File: src/rtl/fir_mac_seq_if.sv
// Bundle of the sample, coefficient, ALU and output buses of fir_mac_seq.
// The slave modport is the filter's view; the master modport is the view of
// whatever drives samples and coefficients, models the ALU and consumes y[n].
interface fir_mac_seq_if #(
    parameter int TAPS = 8
);
    localparam int AW = (TAPS > 1) ? $clog2(TAPS) : 1;

    logic                 in_valid;
    logic                 in_ready;
    logic signed [15:0]   in_sample;
    logic                 coef_we;
    logic [AW-1:0]        coef_addr;
    logic signed [15:0]   coef_data;
    logic [1:0]           alu_op_sel;
    logic signed [15:0]   alu_a;
    logic signed [15:0]   alu_b;
    logic signed [31:0]   alu_result;
    logic                 out_valid;
    logic                 out_ready;
    logic signed [31:0]   out_data;

    modport slave (
        input  in_valid, in_sample, coef_we, coef_addr, coef_data,
        input  alu_result, out_ready,
        output in_ready, alu_op_sel, alu_a, alu_b, out_valid, out_data
    );

    modport master (
        output in_valid, in_sample, coef_we, coef_addr, coef_data,
        output alu_result, out_ready,
        input  in_ready, alu_op_sel, alu_a, alu_b, out_valid, out_data
    );
endinterface

File: src/rtl/fir_mac_seq.sv
// Sequential FIR filter: one multiply per cycle issued to an external,
// one-cycle-latency ALU, products summed in an ACC_W-bit accumulator.
// Optional macro FIR_SAT_EN: clamp out_data to the signed 32-bit range
// instead of returning the accumulator's low 32 bits.
module fir_mac_seq #(
    parameter int TAPS  = 8,
    parameter int ACC_W = 40
) (
    input  logic           clk,
    input  logic           rst_n,
    fir_mac_seq_if.slave   bus
);
    localparam int AW = (TAPS > 1) ? $clog2(TAPS) : 1;

    typedef enum logic [1:0] {IDLE, MAC, DRAIN, OUT} state_t;

    state_t                   r_state;
    logic [AW-1:0]            r_k;
    logic signed [15:0]       r_x [TAPS];
    logic signed [15:0]       r_c [TAPS];
    logic signed [ACC_W-1:0]  r_acc;
    logic                     r_pipe;
    logic                     r_in_ready;
    logic                     r_out_valid;
    logic signed [31:0]       r_out_data;
    logic [1:0]               r_alu_op;
    logic signed [15:0]       r_alu_a;
    logic signed [15:0]       r_alu_b;

    logic                     w_accept;
    logic                     w_coef_wr;
    logic [AW-1:0]            w_k_inc;
    logic signed [15:0]       w_c0_eff;
    logic signed [ACC_W-1:0]  w_prod_ext;
    logic signed [ACC_W-1:0]  w_acc_next;
    logic signed [31:0]       w_out_fmt;

    assign bus.in_ready   = r_in_ready;
    assign bus.out_valid  = r_out_valid;
    assign bus.out_data   = r_out_data;
    assign bus.alu_op_sel = r_alu_op;
    assign bus.alu_a      = r_alu_a;
    assign bus.alu_b      = r_alu_b;

    assign w_accept   = (r_state == IDLE) && bus.in_valid;
    assign w_coef_wr  = (r_state == IDLE) && bus.coef_we;
    assign w_k_inc    = r_k + 1'b1;
    // A coefficient write on the accepting edge must already be seen by tap 0.
    assign w_c0_eff   = (w_coef_wr && (bus.coef_addr == '0)) ? bus.coef_data : r_c[0];
    assign w_prod_ext = ACC_W'(bus.alu_result);
    // r_pipe marks that alu_result holds the product issued on the previous cycle.
    assign w_acc_next = r_pipe ? (r_acc + w_prod_ext) : r_acc;

`ifdef FIR_SAT_EN
    logic [ACC_W-32:0] w_upper;
    assign w_upper = w_acc_next[ACC_W-1:31];
    // Clamp when the bits above the 32-bit sign bit disagree with it.
    assign w_out_fmt = ((&w_upper) || !(|w_upper)) ? w_acc_next[31:0]
                     : (w_acc_next[ACC_W-1] ? 32'sh8000_0000 : 32'sh7FFF_FFFF);
`else
    assign w_out_fmt = w_acc_next[31:0];
`endif

    // Delay line shifts on accept; coefficients load only while idle.
    always_ff @(posedge clk or negedge rst_n) begin
        if (!rst_n) begin
            for (int i = 0; i < TAPS; i++) begin
                r_x[i] <= '0;
                r_c[i] <= '0;
            end
        end else begin
            if (w_accept) begin
                r_x[0] <= bus.in_sample;
                for (int i = 1; i < TAPS; i++) r_x[i] <= r_x[i-1];
            end
            for (int i = 0; i < TAPS; i++) begin
                if (w_coef_wr && (bus.coef_addr == i[AW-1:0])) r_c[i] <= bus.coef_data;
            end
        end
    end

    // Control FSM with registered ALU operands, accumulator and output port.
    always_ff @(posedge clk or negedge rst_n) begin
        if (!rst_n) begin
            r_state     <= IDLE;
            r_k         <= '0;
            r_acc       <= '0;
            r_pipe      <= 1'b0;
            r_in_ready  <= 1'b1;
            r_out_valid <= 1'b0;
            r_out_data  <= '0;
            r_alu_op    <= 2'b00;
            r_alu_a     <= '0;
            r_alu_b     <= '0;
        end else begin
            r_pipe <= (r_alu_op == 2'b01);
            case (r_state)
                IDLE: begin
                    if (w_accept) begin
                        r_state    <= MAC;
                        r_k        <= '0;
                        r_acc      <= '0;
                        r_in_ready <= 1'b0;
                        r_alu_op   <= 2'b01;
                        r_alu_a    <= bus.in_sample;
                        r_alu_b    <= w_c0_eff;
                    end
                end
                MAC: begin
                    r_acc <= w_acc_next;
                    if (r_k == AW'(TAPS - 1)) begin
                        r_state  <= DRAIN;
                        r_alu_op <= 2'b00;
                        r_alu_a  <= '0;
                        r_alu_b  <= '0;
                    end else begin
                        r_k     <= w_k_inc;
                        r_alu_a <= r_x[w_k_inc];
                        r_alu_b <= r_c[w_k_inc];
                    end
                end
                DRAIN: begin
                    r_acc       <= w_acc_next;
                    r_out_data  <= w_out_fmt;
                    r_out_valid <= 1'b1;
                    r_state     <= OUT;
                end
                OUT: begin
                    if (bus.out_ready) begin
                        r_out_valid <= 1'b0;
                        r_in_ready  <= 1'b1;
                        r_state     <= IDLE;
                    end
                end
                default: r_state <= IDLE;
            endcase
        end
    end
endmodule

File: src/flat_wrapper.sv
// flat-port wrapper written by rule: the top's interface ports become plain ports
module fir_mac_seq_flat 
#(
    parameter int TAPS  = 8,
    parameter int ACC_W = 40
)
  (clk, rst_n, bus_in_valid, bus_in_sample, bus_coef_we, bus_coef_addr, bus_coef_data, bus_alu_result, bus_out_ready, bus_in_ready, bus_alu_op_sel, bus_alu_a, bus_alu_b, bus_out_valid, bus_out_data);
  fir_mac_seq_if #(.TAPS(TAPS)) bus_i ();
  input  logic clk;
  input  logic rst_n;
  input wire logic [$bits(bus_i.in_valid)-1:0] bus_in_valid;
  input wire logic [$bits(bus_i.in_sample)-1:0] bus_in_sample;
  input wire logic [$bits(bus_i.coef_we)-1:0] bus_coef_we;
  input wire logic [$bits(bus_i.coef_addr)-1:0] bus_coef_addr;
  input wire logic [$bits(bus_i.coef_data)-1:0] bus_coef_data;
  input wire logic [$bits(bus_i.alu_result)-1:0] bus_alu_result;
  input wire logic [$bits(bus_i.out_ready)-1:0] bus_out_ready;
  output wire logic [$bits(bus_i.in_ready)-1:0] bus_in_ready;
  output wire logic [$bits(bus_i.alu_op_sel)-1:0] bus_alu_op_sel;
  output wire logic [$bits(bus_i.alu_a)-1:0] bus_alu_a;
  output wire logic [$bits(bus_i.alu_b)-1:0] bus_alu_b;
  output wire logic [$bits(bus_i.out_valid)-1:0] bus_out_valid;
  output wire logic [$bits(bus_i.out_data)-1:0] bus_out_data;
  assign bus_i.in_valid = bus_in_valid;
  assign bus_i.in_sample = bus_in_sample;
  assign bus_i.coef_we = bus_coef_we;
  assign bus_i.coef_addr = bus_coef_addr;
  assign bus_i.coef_data = bus_coef_data;
  assign bus_i.alu_result = bus_alu_result;
  assign bus_i.out_ready = bus_out_ready;
  assign bus_in_ready = bus_i.in_ready;
  assign bus_alu_op_sel = bus_i.alu_op_sel;
  assign bus_alu_a = bus_i.alu_a;
  assign bus_alu_b = bus_i.alu_b;
  assign bus_out_valid = bus_i.out_valid;
  assign bus_out_data = bus_i.out_data;
  fir_mac_seq #(.TAPS(TAPS), .ACC_W(ACC_W)) u_core (.clk(clk), .rst_n(rst_n), .bus(bus_i));
endmodule
File: config.mk
export PLATFORM = sky130hd
export DESIGN_NAME = fir_mac_seq_flat
export DESIGN_NICKNAME = d
export VERILOG_FILES = /design/src/rtl/fir_mac_seq_if.sv /design/src/rtl/fir_mac_seq.sv /design/src/flat_wrapper.sv
export SDC_FILE = /design/constraint.sdc
export NUM_CORES = 1
export LEC_CHECK = 0
export CAP_MARGIN = 20
export CORE_ASPECT_RATIO = 1.25
export CORE_MARGIN = 10
export CORE_UTILIZATION = 55
export CTS_BUF_LIST = sky130_fd_sc_hd__clkbuf_2
export CTS_CLUSTER_SIZE = 8
export DETAILED_ROUTE_END_ITERATION = 8
export PLACE_DENSITY = 0.76
export SLEW_MARGIN = 10
export SYNTH_ARGS = -nofsm -noshare
export SYNTH_HDL_FRONTEND = slang
export SYNTH_SLANG_ARGS = --single-unit
File: constraint.sdc
create_clock -name clk -period 3.65 [get_ports clk]
set_input_delay 0.5475 -clock clk [delete_from_list [all_inputs] [get_ports clk]]
set_output_delay 0.5475 -clock clk [all_outputs]
set_load 0.005 [all_outputs]
==> results.md <==
- Initial Util: 55.52%
- Clock Tree Root: clkbuf_2
- Drt pass-1 iters: 5
- Leakage: 9.273 nW
- Sequential-to-total area share from yosys stat: 51.34%
- Status: finished clean
- FF-to-FF Start: u_core.r_acc[0]$_DFFE_PN0P_
- Total CTS buffers: 87
- I/O pins: 140
- Die footprint: 0.03959 mm^2
- Total grt overflow: 0
- Vias per cell: 5.825
- Reg-to-reg endpoint: u_core.r_acc[30]$_DFFE_PN0P_
- Flop pwr share: 36.5%
- CP endpoint kind: flip-flop
- Post-DRT Antenna Nets: 0
- Clk sinks: 361
- Largest cells by area after synthesis: dfrtp_1 (51%), mux2_2 (17%), mux4_2 (8.2%)
- Synth Warn #: 0
- RSZ-0062 raised after global routing: false
- First-pass GRT wire length: 64,670 um
- R2R depth: 13
- Max-Cap Viols: 0
- Synth Net Count: 1,454
- Cell Area, Synth: 0.01760 mm^2
- Total Wirelength: 39,570 um
- Logic pwr share: 50.3%
- Synth unique cells: 69
- GR met2 Demand/Resource: 34.71%
- Fin. Hold Viols: 0
- CTS tree: yes
- Wire length per cell: 19.69 um
- Post-synthesis register bit count: 361
- Buffers added on ports: 138
- Top FF cell, synth: dfrtp_1
- GRT Total Usage: 19.91%
- Hold WS: 0.2537 ns
- P_sw: 7.259 mW
- Detailed placement HPWL: 25,570 um
- Final min period: 3.287 ns
- Reg clk slew, reported paths: 0.10 ns
- Worst Max-Slew Pin Slew: 1.091 ns
- GRT busiest layer: met2
- Mapped Avg Cell Area: 13.09 um^2
- GR Util met3: 3.413%
- Area delta synth->final: 16.10%
- Top-area cell type share of the netlist area: 51.19%
- Kind of critical path: flip-flop to flip-flop
- Worst path arrival time: 4.07 ns
- Die width: 180.0 um
- Worst IR drop on VDD: 0.4907 mV
- Post-route DRC violation count: 0
- Pre-CTS setup slack: -0.1718 ns
- Highest Clock Rate: 304.3 MHz
- Largest net degree at the start of global routing: 130
- # setup viols final: 0
- Final WS setup: 0.3634 ns
- Via count: 11,710
- Share of layout cells above drive strength 1: 33.15%
- Worst path required time: 4.43 ns
- Vias in the first global route: 12,610
- Most common cell after layout, fill and taps aside: dfrtp_1
- Pwr Density: 953.9 mW/mm^2
- Largest area contributor in the netlist: dfrtp_1
- Met1 Resource Use GR: 24.23%
- Clk_skew: 0.05269 ns
- Final count of pins violating max slew: 0
- Placed cell areas: 0.01966 mm^2
- Synth async-reset ratio: 100.0%
- Row cnt: 73
- Die H: 220.0 um
- Final #Nets: 1,650
- Core area: 0.03169 mm^2
- Startpoint types: flip-flop
- Initial DRC count: 748
- Syn Inst Count: 1,344
- RePlAce Congestion: 0.8964
- Tightest Hold Check Type: input port to async pin
- Worst slew margin: 27.30%
- Initial antenna violation count: 1
- Crit-path max FO: 5
- Most frequent cells in the layout: dfrtp_1 (358), mux2_2 (259), clkdlybuf4s50_1 (137), clkbuf_2 (125), a21oi_1 (86)
- H-tree levels: 3
- Int Pwr: 12.23 mW
- Clk Latency, worst-skew pair: 0.91 ns
- Clk network pwr share: 13.3%
- Reg2reg setup slack: 0.36 ns
- Number of synthesized flops with an enable pin: 0
- CTS Buffer Depth: 3
- Sw Share: 37.25%
- Filler cells: 2,405
- Design Area, Final: 0.02043 mm^2
- Pwr Total: 19.49 mW
- Fin crit share: 90.04%
-- synth_stat cells (all sizes together) (3+ instances only) --
| cell | n |
|---|---|
| nor3 | 3 |
| nand2b | 6 |
| a21oi | 87 |
| a221o | 3 |
| ha | 37 |
| xor2 | 11 |
| a22oi | 6 |
| o21ai | 38 |
| or2 | 3 |
| inv | 19 |
| o31ai | 3 |
| nor4b | 3 |
| o21a | 21 |
| a31oi | 4 |
| mux2 | 260 |
| mux2i | 56 |
| o221ai | 4 |
| and2 | 4 |
| a21o | 16 |
| mux4 | 64 |
| a211oi | 4 |
| nand4 | 3 |
| nor2 | 86 |
| clkbuf | 65 |
| a22o | 20 |
| dfrtp | 360 |
| xnor2 | 15 |
| nand3 | 15 |
| and3 | 6 |
| o211ai | 16 |
| buf | 16 |
| nand2 | 55 |
| or3 | 3 |
-- power by group through the flow --
stage                     clock network, mW  registers, mW  logic [mW]
after detailed placement                  0           7.18        9.89
final                                  2.58           7.10        9.80
after floorplan                           0           6.82        7.10
after global placement                    0           7.05        9.64
after CTS                              2.69           7.09        9.94
after global routing                   2.90           7.34        10.7
-- per-layer routing --
metal / share of wire [%] / vias up
met5: 0 / -
met2: 51 / 301
met4: 2.1 / 0
met3: 4.6 / 60
li1: - / 5413
met1: 42 / 5935
-- state kept, by name, summed over array words and instances (netlist names) --
name and flops:
u_core.r_c 128, u_core.r_x 128, u_core.bus.out_data 32, u_core.r_acc 32, u_core.bus.alu_a 16, u_core.bus.alu_b 16
u_core.r_k 3, u_core.r_state 2, u_core.bus.alu_op_sel 1, u_core.bus.in_ready 1, u_core.bus.out_valid 1, u_core.r_pipe 1
-- cells by family (layout without fill, tap and decap cells) --
group	after synthesis	after routing	synth area share, %
AO/OA/AOI/OAI	244	244	9.372
multiplexers	380	380	28.04
flip-flops	361	361	51.34
AND/OR/NAND/NOR	193	193	4.814
other	1	3	0.02131
adder cells (fa/ha/maj)	38	38	2.745
XOR/XNOR	26	26	1.294
buffers and inverters	101	353	2.375
-- stage by stage --
stage	instances	utilization, %	setup TNS [ns]
after floorplan	1344	-	0
after global placement	1862	62.03	-0.4988
after detailed placement	1862	62.03	-0.8636
after CTS	2008	64.45	0
after global routing	2010	64.46	0
final	2010	64.46	0
-- critical path: stages (launching register included) --
cell	delay, ns
dfrtp_1	0.40
ha_1	0.22
fa_1	0.39
a21o_1	0.19
a21o_1	0.21
a2111oi_4	0.35
nor2_2	0.13
a21oi_2	0.23
a21boi_1	0.12
buf_4	0.15
o21a_1	0.21
o21ai_1	0.22
nand3_1	0.11
a32o_1	0.25
-- what timing repair did --
| item | CTS | global route |
|---|---|---|
| hold buffers | 1 | 0 |
| endpoints found under the setup margin | 0 | 0 |
| setup buffers | 0 | 0 |
| hold endpoints to repair | 80 | 0 |
| resized for setup | 0 | 0 |
-- layout make-up --
| cell class | instances | area, um^2 | share of cell area [%] |
|---|---|---|---|
| repair buffers | 189 | 1847 | 9.039 |
| inverters | 19 | 71.32 | 0.3491 |
| well taps | 412 | 515.5 | 2.523 |
| diodes | 2 | 5.005 | 0.02450 |
| clock inverters | 20 | 128.9 | 0.6308 |
| flip-flops and latches | 361 | 9040 | 44.25 |
| clock buffers | 125 | 625.6 | 3.062 |
| multi-input cells | 882 | 8198 | 40.13 |
-- worst max-delay path by stage --
| stage | end | cells past startpoint | start | slack, ns |
|---|---|---|---|---|
| floorplan | u_core.r_acc[24]$_DFFE_PN0P_ | 12 | bus_alu_result[0] | 0.37 |
| global placement | u_core.r_acc[24]$_DFFE_PN0P_ | 13 | bus_alu_result[0] | -0.14 |
| detailed placement | u_core.r_acc[24]$_DFFE_PN0P_ | 13 | bus_alu_result[0] | -0.17 |
| CTS | u_core.r_acc[24]$_DFFE_PN0P_ | 12 | u_core.r_acc[0]$_DFFE_PN0P_ | 0.39 |
| global route | u_core.r_acc[30]$_DFFE_PN0P_ | 13 | u_core.r_acc[0]$_DFFE_PN0P_ | 0.22 |
| finish | u_core.r_acc[30]$_DFFE_PN0P_ | 13 | u_core.r_acc[0]$_DFFE_PN0P_ | 0.36 |
Note: power is estimated with default switching activity, not from simulation.
